$ cat src/rtl/rf_pkg.sv
// Shared helpers and types for the multi-port register file and its scoreboard.
package rf_pkg;

    function automatic int clog2(input int n);
        int r;
        r = 0;
        while ((1 << r) < n) r++;
        return r;
    endfunction

    localparam int DEF_DATA_W = 32;
    localparam int DEF_NREGS  = 32;
    localparam int DEF_AW     = clog2(DEF_NREGS);

    // Write-port bundle so the writeback stage can carry a port as one value.
    typedef struct packed {
        logic                  we;
        logic [DEF_AW-1:0]     wa;
        logic [DEF_DATA_W-1:0] wd;
    } wr_port_t;

endpackage

$ cat src/rtl/rf_scoreboard.sv
// Busy-bit scoreboard: writes clear, issue sets (set wins), plus a registered
// popcount of the busy vector. Register 0 can never be busy.
module rf_scoreboard
    import rf_pkg::*;
#(
    parameter  int NREGS = 32,
    localparam int AW    = clog2(NREGS)
) (
    input  logic          clk,
    input  logic          rst,
    input  logic          we0,
    input  logic [AW-1:0] wa0,
    input  logic          we1,
    input  logic [AW-1:0] wa1,
    input  logic          iss_v,
    input  logic [AW-1:0] iss_a,
    input  logic [AW-1:0] ra0,
    input  logic [AW-1:0] ra1,
    output logic          busy0,
    output logic          busy1,
    output logic [AW:0]   nbusy
);

    logic [NREGS-1:0] busy_q, busy_d;
    logic [AW:0]      nbusy_q, nbusy_d;

    always_comb begin
        busy_d = busy_q;
        if (we0) busy_d[wa0] = 1'b0;
        if (we1) busy_d[wa1] = 1'b0;
        // The new producer owns the register, so issue overrides a same-cycle clear.
        if (iss_v) busy_d[iss_a] = 1'b1;
        busy_d[0] = 1'b0;
        nbusy_d = '0;
        for (int i = 1; i < NREGS; i++) begin
            nbusy_d = nbusy_d + {{AW{1'b0}}, busy_d[i]};
        end
    end

    always_ff @(posedge clk or posedge rst) begin
        if (rst) begin
            busy_q  <= '0;
            nbusy_q <= '0;
        end else begin
            busy_q  <= busy_d;
            nbusy_q <= nbusy_d;
        end
    end

    assign busy0 = busy_q[ra0];
    assign busy1 = busy_q[ra1];
    assign nbusy = nbusy_q;

endmodule

$ cat src/rtl/rf_mp_sb.sv
// Two-read / two-write register file with optional write-to-read bypass and an
// attached busy scoreboard. Register 0 reads as zero and ignores writes.
module rf_mp_sb
    import rf_pkg::*;
#(
    parameter  int DATA_W = 32,
    parameter  int NREGS  = 32,
    parameter  bit BYPASS = 1'b1,
    localparam int AW     = clog2(NREGS)
) (
    input  logic              clk,
    input  logic              rst,
    input  logic [AW-1:0]     ra0,
    input  logic [AW-1:0]     ra1,
    output logic [DATA_W-1:0] rd0,
    output logic [DATA_W-1:0] rd1,
    output logic              busy0,
    output logic              busy1,
    input  logic              we0,
    input  logic              we1,
    input  logic [AW-1:0]     wa0,
    input  logic [AW-1:0]     wa1,
    input  logic [DATA_W-1:0] wd0,
    input  logic [DATA_W-1:0] wd1,
    input  logic              iss_v,
    input  logic [AW-1:0]     iss_a,
    input  logic [AW-1:0]     dbg_a,
    output logic [DATA_W-1:0] dbg_d,
    output logic [AW:0]       nbusy
);

    logic [DATA_W-1:0] rf_q [NREGS];
    logic [DATA_W-1:0] rf_d [NREGS];
    logic [AW-1:0]     ra   [2];
    logic [DATA_W-1:0] rd   [2];

    // Port 1 is applied last so it wins a same-address collision.
    always_comb begin
        rf_d = rf_q;
        if (we0 && wa0 != '0) rf_d[wa0] = wd0;
        if (we1 && wa1 != '0) rf_d[wa1] = wd1;
    end

    always_ff @(posedge clk or posedge rst) begin
        if (rst) begin
            rf_q <= '{default: '0};
        end else begin
            rf_q <= rf_d;
        end
    end

    assign ra[0] = ra0;
    assign ra[1] = ra1;

    always_comb begin
        for (int p = 0; p < 2; p++) begin
            rd[p] = rf_q[ra[p]];
            if (BYPASS && ra[p] != '0) begin
                if (we1 && wa1 == ra[p]) begin
                    rd[p] = wd1;
                end else if (we0 && wa0 == ra[p]) begin
                    rd[p] = wd0;
                end
            end
        end
    end

    assign rd0   = rd[0];
    assign rd1   = rd[1];
    assign dbg_d = rf_q[dbg_a];

    rf_scoreboard #(
        .NREGS (NREGS)
    ) u_sb (
        .clk   (clk),
        .rst   (rst),
        .we0   (we0),
        .wa0   (wa0),
        .we1   (we1),
        .wa1   (wa1),
        .iss_v (iss_v),
        .iss_a (iss_a),
        .ra0   (ra0),
        .ra1   (ra1),
        .busy0 (busy0),
        .busy1 (busy1),
        .nbusy (nbusy)
    );

endmodule

$ cat config.mk
export PLATFORM = sky130hd
export DESIGN_NAME = rf_mp_sb
export DESIGN_NICKNAME = d
export VERILOG_FILES = /design/src/rtl/rf_pkg.sv /design/src/rtl/rf_scoreboard.sv /design/src/rtl/rf_mp_sb.sv
export SDC_FILE = /design/constraint.sdc
export NUM_CORES = 2
export LEC_CHECK = 0
export ABC_CLOCK_PERIOD_IN_PS = 83400
export BUFFER_PORTS_ARGS = -buffer_cell sky130_fd_sc_hd__buf_2
export CAP_MARGIN = 20
export CORE_ASPECT_RATIO = 1.25
export CORE_MARGIN = 8
export CORE_UTILIZATION = 45
export CTS_CLUSTER_DIAMETER = 50
export CTS_CLUSTER_SIZE = 28
export DETAILED_ROUTE_END_ITERATION = 6
export SYNTH_ARGS = -nofsm -noshare
export SYNTH_HDL_FRONTEND = slang
export SYNTH_HIERARCHICAL = 1
export SYNTH_SLANG_ARGS = --single-unit
$ cat constraint.sdc
create_clock -name clk -period 83.4 [get_ports clk]
set_clock_uncertainty 0.2 [all_clocks]
set_input_delay 8.34 -clock clk [delete_from_list [all_inputs] [get_ports clk]]
set_output_delay 8.34 -clock clk [all_outputs]
set_load 0.03 [all_outputs]
== Yosys cells after proc, flatten, opt, wreduce, memory -nomap -nowiden ==
Index checks and enable logic that the tools add are counted.
Operators by class
  reduce and logical (&&, ||, !) cells: 15
  bitwise gates (word level): 10
  muxes and demuxes: 36
  order comparisons: 15
  equal/unequal tests: 4
  $add $sub $neg: 30
Operator list (count)
  1024-bit bitwise mux: 2
  1024-bit two-way mux: 2
  32-bit two-way mux: 17
  32-bit binary-select mux with 5-bit select: 3
  32-bit demux with 5-bit select: 2
  6-bit by 1-bit adder with 6-bit output: 29
  32-bit AND: 2
  32-bit inverter: 2
  32-bit OR: 1
  6-bit >= comparator (second input constant): 5
  5-bit by 6-bit less-than comparator with 1-bit output (second input constant): 5
  5-bit inverter with 6-bit output: 5
  5-bit equality test: 4
  5-bit nonzero test: 4
  1-bit demux with 5-bit select: 3
  5-bit by 1-bit >= comparator with 1-bit output (second input constant): 3
  6-bit by 1-bit less-than comparator with 1-bit output (second input constant): 2
  1-bit logical AND: 11
  1-bit binary-select mux with 5-bit select: 2
  1-bit two-way mux: 5
  1-bit by 1-bit adder with 2-bit output: 1
Storage, ports and cells
  word-level logic and storage cells: 144
  register bits: 1061

== Logic depth before layout (Yosys ltp) ==
  depth after elaboration: 41
  gate-level depth with buffers: 19
  depth with buffers taken out: 19

== Hierarchy ==
Netlist, hierarchy kept.
Modules (own cells, without submodules)
  rf_mp_sb: area an instance 74214.9 sq um, cells an instance 7521, instances 1
  rf_scoreboard: area an instance 3159.3 sq um, cells an instance 321, instances 1

== Worst setup path before layout ==
No wires, ideal clock.
  path kind: input port to output port
  start point: in wa1[4]
  end point: out rd1[10]
  data required time: 74.860 ns
  stages on the path: 8
  arrival: 10.498 ns
  setup slack: 64.362 ns
  buffers on the path: 3
  cells stage by stage: buf_2 > xor2_1 > nor4_2 > and2_1 > buf_2 > buf_2 > nor4_1 > a211oi_1
On the way
  cells in the longest elaborated chain, start to end: 4
RTL lines
  from (decl): line rf_mp_sb.sv:22  | input logic [AW-1:0] wa1,
  5-bit equality test: line rf_mp_sb.sv:59  | if (we1 && wa1 == ra[p]) begin
  1-bit logical AND: line rf_mp_sb.sv:59
  32-bit two-way mux: line rf_mp_sb.sv:59
  32-bit two-way mux: line rf_mp_sb.sv:58  | if (BYPASS && ra[p] != '0) begin
  to (decl): line rf_mp_sb.sv:16  | output logic [DATA_W-1:0] rd1,
Every way passes these cells.

== Worst setup path after layout ==
  start point: in ra0[0]
  end point: out rd0[21]
On the way
  cells in the longest elaborated chain, start to end: 7
RTL lines
  from (decl): line rf_mp_sb.sv:13  | input logic [AW-1:0] ra0,
  5-bit inverter with 6-bit output (implied by the code): line rf_mp_sb.sv:57  | rd[p] = rf_q[ra[p]];
  32-bit binary-select mux with 5-bit select: line rf_mp_sb.sv:57
  32-bit two-way mux (implied by the code) (2 in series): line rf_mp_sb.sv:57
  32-bit two-way mux: line rf_mp_sb.sv:61  | end else if (we0 && wa0 == ra[p]) begin
  32-bit two-way mux: line rf_mp_sb.sv:59
  32-bit two-way mux *: line rf_mp_sb.sv:58
  to (decl): line rf_mp_sb.sv:15  | output logic [DATA_W-1:0] rd0,
Mark *: on every way between the ends. The rest lies on a longest branch, timed or not. The select of a mux whose other input is x is not followed.

==> out/metrics.cfg <==
[outcome]
status = complete, but fails checks
violations = DRC

[die]
dieWidth_um = 386.9
ios = 203
die_h_um = 479.6
start_util_pct = 45.19
die_area_um2 = 185600
core_um2 = 171200
rows = 170

[logic_synthesis]
synth_edf_count = 0
synth_nets = 7971
ys_warn_count = 6
yosysTopAreaCellShare_pct = 34.31
ys_seq_elements = 1061
synth_area_per_cell_um2 = 9.867
synth.distinct_cells = 54
synth_top_area_cell = dfrtp_1
seq_area_frac_synth_pct = 34.31
syn_inst = 7842
syn_area_um2 = 77370
synthFlopType = dfrtp_1
async_reset_ff_share_pct = 100.0
synth.area.top_cells = dfrtp_1, mux2i_1, mux4_2, mux2_2, a211oi_1

[cells_and_area]
drive_above_1_share_pct = 20.97
nets = 7462
final_cells = 9707
area_delta_synth_final_pct = 8.352
stdcell_area_um2 = 83840

[timing]
fin_crit_ps = 21760
hold_violations = 0
slew_viol_final = 0
setup_viol = 0
final.period_utilization_pct = 26.09
max_slew_margin_pct = 16.53
rsz0062_at_grt = false
tightest_slew_ps = 1252
max_freq_mhz = 45.96
fin_setup_tns_ps = 0

[setup_path]
critical_path_class = in -> out
critical_path.max_fanout = 150
crit_chain = buf_8, buf_12, buf_4, buf_4, mux2_2, o22ai_1, a211oi_1, a22oi_1, a31oi_1, buf_2
cp-start-kind = input port
required_ps = 74860
arrival_ps = 13220
cpMostUsedCell = buf_4
cpMaxStageDelayCell = buf_4
critPathMaxStageDelay_ps = 850
crit_path_end_kind = output pin

[clocking]
cts_buffers = 132
ctsHoldBuffers = 0
clk_path_buf_depth = 3
cts-resized-gates = 0
h-tree-depth = 4
cts_root_buffer = clkbuf_16
path_clk_slew_ps = 60
cts_setup_buffers = 0
insertion_delay_ps = 830
cts_sinks = 1061
cts_tree = done

[power]
p_per_area_nw_per_um2 = 25.42
swShare_pct = 36.69
p_leak_nw = 35.66
power_frac_comb_pct = 33.8
power.share.clock_pct = 29.0
peakVddDrop_uv = 125.1
seqPwrFrac_pct = 37.2
p_switching_mw = 0.7820
intPower_mw = 1.349
power.total_mw = 2.131

[global_routing]
grt_pass1_vias = 65150
grt_use_total_pct = 34.98
grt_max_degree = 166
grt_pass1_wl_um = 479600
antenna_found_initial = 38
grt-ovfl-total = 0

[run]
maxCapViolations = 0

[routing]
drcViolationCount = 6
first_pass_iters = 7
wl_um = 339200
vias = 68310
drt_iter0_drc = 10330
ant_nets = 0
drt-wirelength-per-cell_um = 34.94
routed_via_density = 7.038

[place]
place_area_um2 = 79010
dpl.cell_count = 9427
port_buffers = 202
hpwl_um = 183600
place_congestion = 0.8974

[min_path]
hp-class = reg -> reg

critical path: cells and delay by family:
family / cells / cell delay (ps)
AOI/OAI and AO/OA: 4 / 1270
buffers and inverters: 5 / 3200
muxes: 1 / 300
through the flow:
step / utilization, % / setup WS [ps] / hold WS [ps]
2_1_floorplan: - / 46040 / 261.8
3_3_place_gp: 46.13 / 61730 / 202.5
3_5_place_dp: 46.14 / 61660 / 209.6
4_1_cts: 48.83 / 61660 / 223.8
5_1_grt: 48.92 / 61230 / 235.9
6_report: 48.96 / 61640 / 221.5
area by class of cell:
class | instances | area [um^2]
Multi-Input combinational cell | 5748 | 47250
Clock buffer | 154 | 3622
Fill cell | 15420 | 87390
Inverter | 38 | 150.1
Antenna cell | 31 | 77.57
Sequential cell | 1061 | 26550
Tap cell | 2236 | 2798
Timing Repair Buffer | 352 | 2414
Clock inverter | 87 | 974.7
routing by layer:
| layer | part of all wire (%) | track usage (%) | vias to the layer above |
|---|---|---|---|
| met5 | 0.047 | 0 | - |
| li1 | - | - | 28150 |
| met1 | 38 | 44.34 | 33690 |
| met2 | 42 | 49.61 | 5125 |
| met4 | 7.4 | 23.12 | 24 |
| met3 | 13 | 13.23 | 1329 |
Yosys cell counts (139+ instances only):
cell and number:
a21oi_1 394, a211oi_1 475, dfrtp_1 1061, clkbuf_1 677
nor2_1 432, nand2_1 687, buf_2 205, mux2_2 520
mux4_2 358, mux2i_1 1252, nor2b_1 247, o21ai_0 620
a22oi_1 139, o22ai_1 244
cells in the final DEF (no fill, tap or decap), types with 27 or more instances in the layout:
master and count:
nor2_4 32, nor2_1 400, buf_2 194, o22ai_1 244, mux4_2 358, nand2_4 29, nand4b_1 28, mux2i_1 1252
clkbuf_16 137, o21ai_0 620, inv_1 37, nor2b_1 240, a22oi_1 139, a211oi_1 475, mux2_2 520, o32ai_1 32
a31oi_1 62, a21oi_1 394, diode_2 31, nand2_1 658, o41ai_1 27, dfrtp_1 1061, buf_4 137
power by group through the flow:
stage	registers, mW	clock network, mW	logic (mW)
final	0.792	0.619	0.720
after global routing	0.807	0.641	0.786
after CTS	0.783	0.622	0.713
after detailed placement	0.791	0	0.711
after global placement	0.784	0	0.697
after floorplan	0.748	0	0.557
kinds of logic (layout without fill, tap and decap cells):
logic type                 after synthesis  after routing  share of synthesized area [%]
AOI/OAI and AO/OA                     2054           2054                          16.35
muxes                                 2130           2130                          34.18
buffers and inverters                 1033            631                          5.414
other                                    0             31                              0
xor gates and xnor gates                23             23                         0.2603
DFF                                   1061           1061                          34.31
adders and majority gates               30             30                         0.7083
and+or+nand+nor                       1511           1511                          8.765
flip-flops by register name (all words and copies together), names as in the netlist:
register and flops:
u_sb/nbusy 6, u_sb/busy_q 31, rf_q 1024
worst paths after layout:
path / start / to / slack, ps / cells past startpoint
min: rf_q[1023] / rf_q[1023] / 220 / 0
min reg2reg: rf_q[1023] / rf_q[1023] / 220 / 0
max in group asynchronous: rst / rf_q[379] / 72360 / 5
max reg2reg: u_sb/busy_q[12] / u_sb/nbusy[4] / 77980 / 16
max: ra0[0] / rd0[21] / 61640 / 10
min in group asynchronous: rst / rf_q[754] / 7440 / 2
Note: power is estimated with default switching activity, not from simulation.
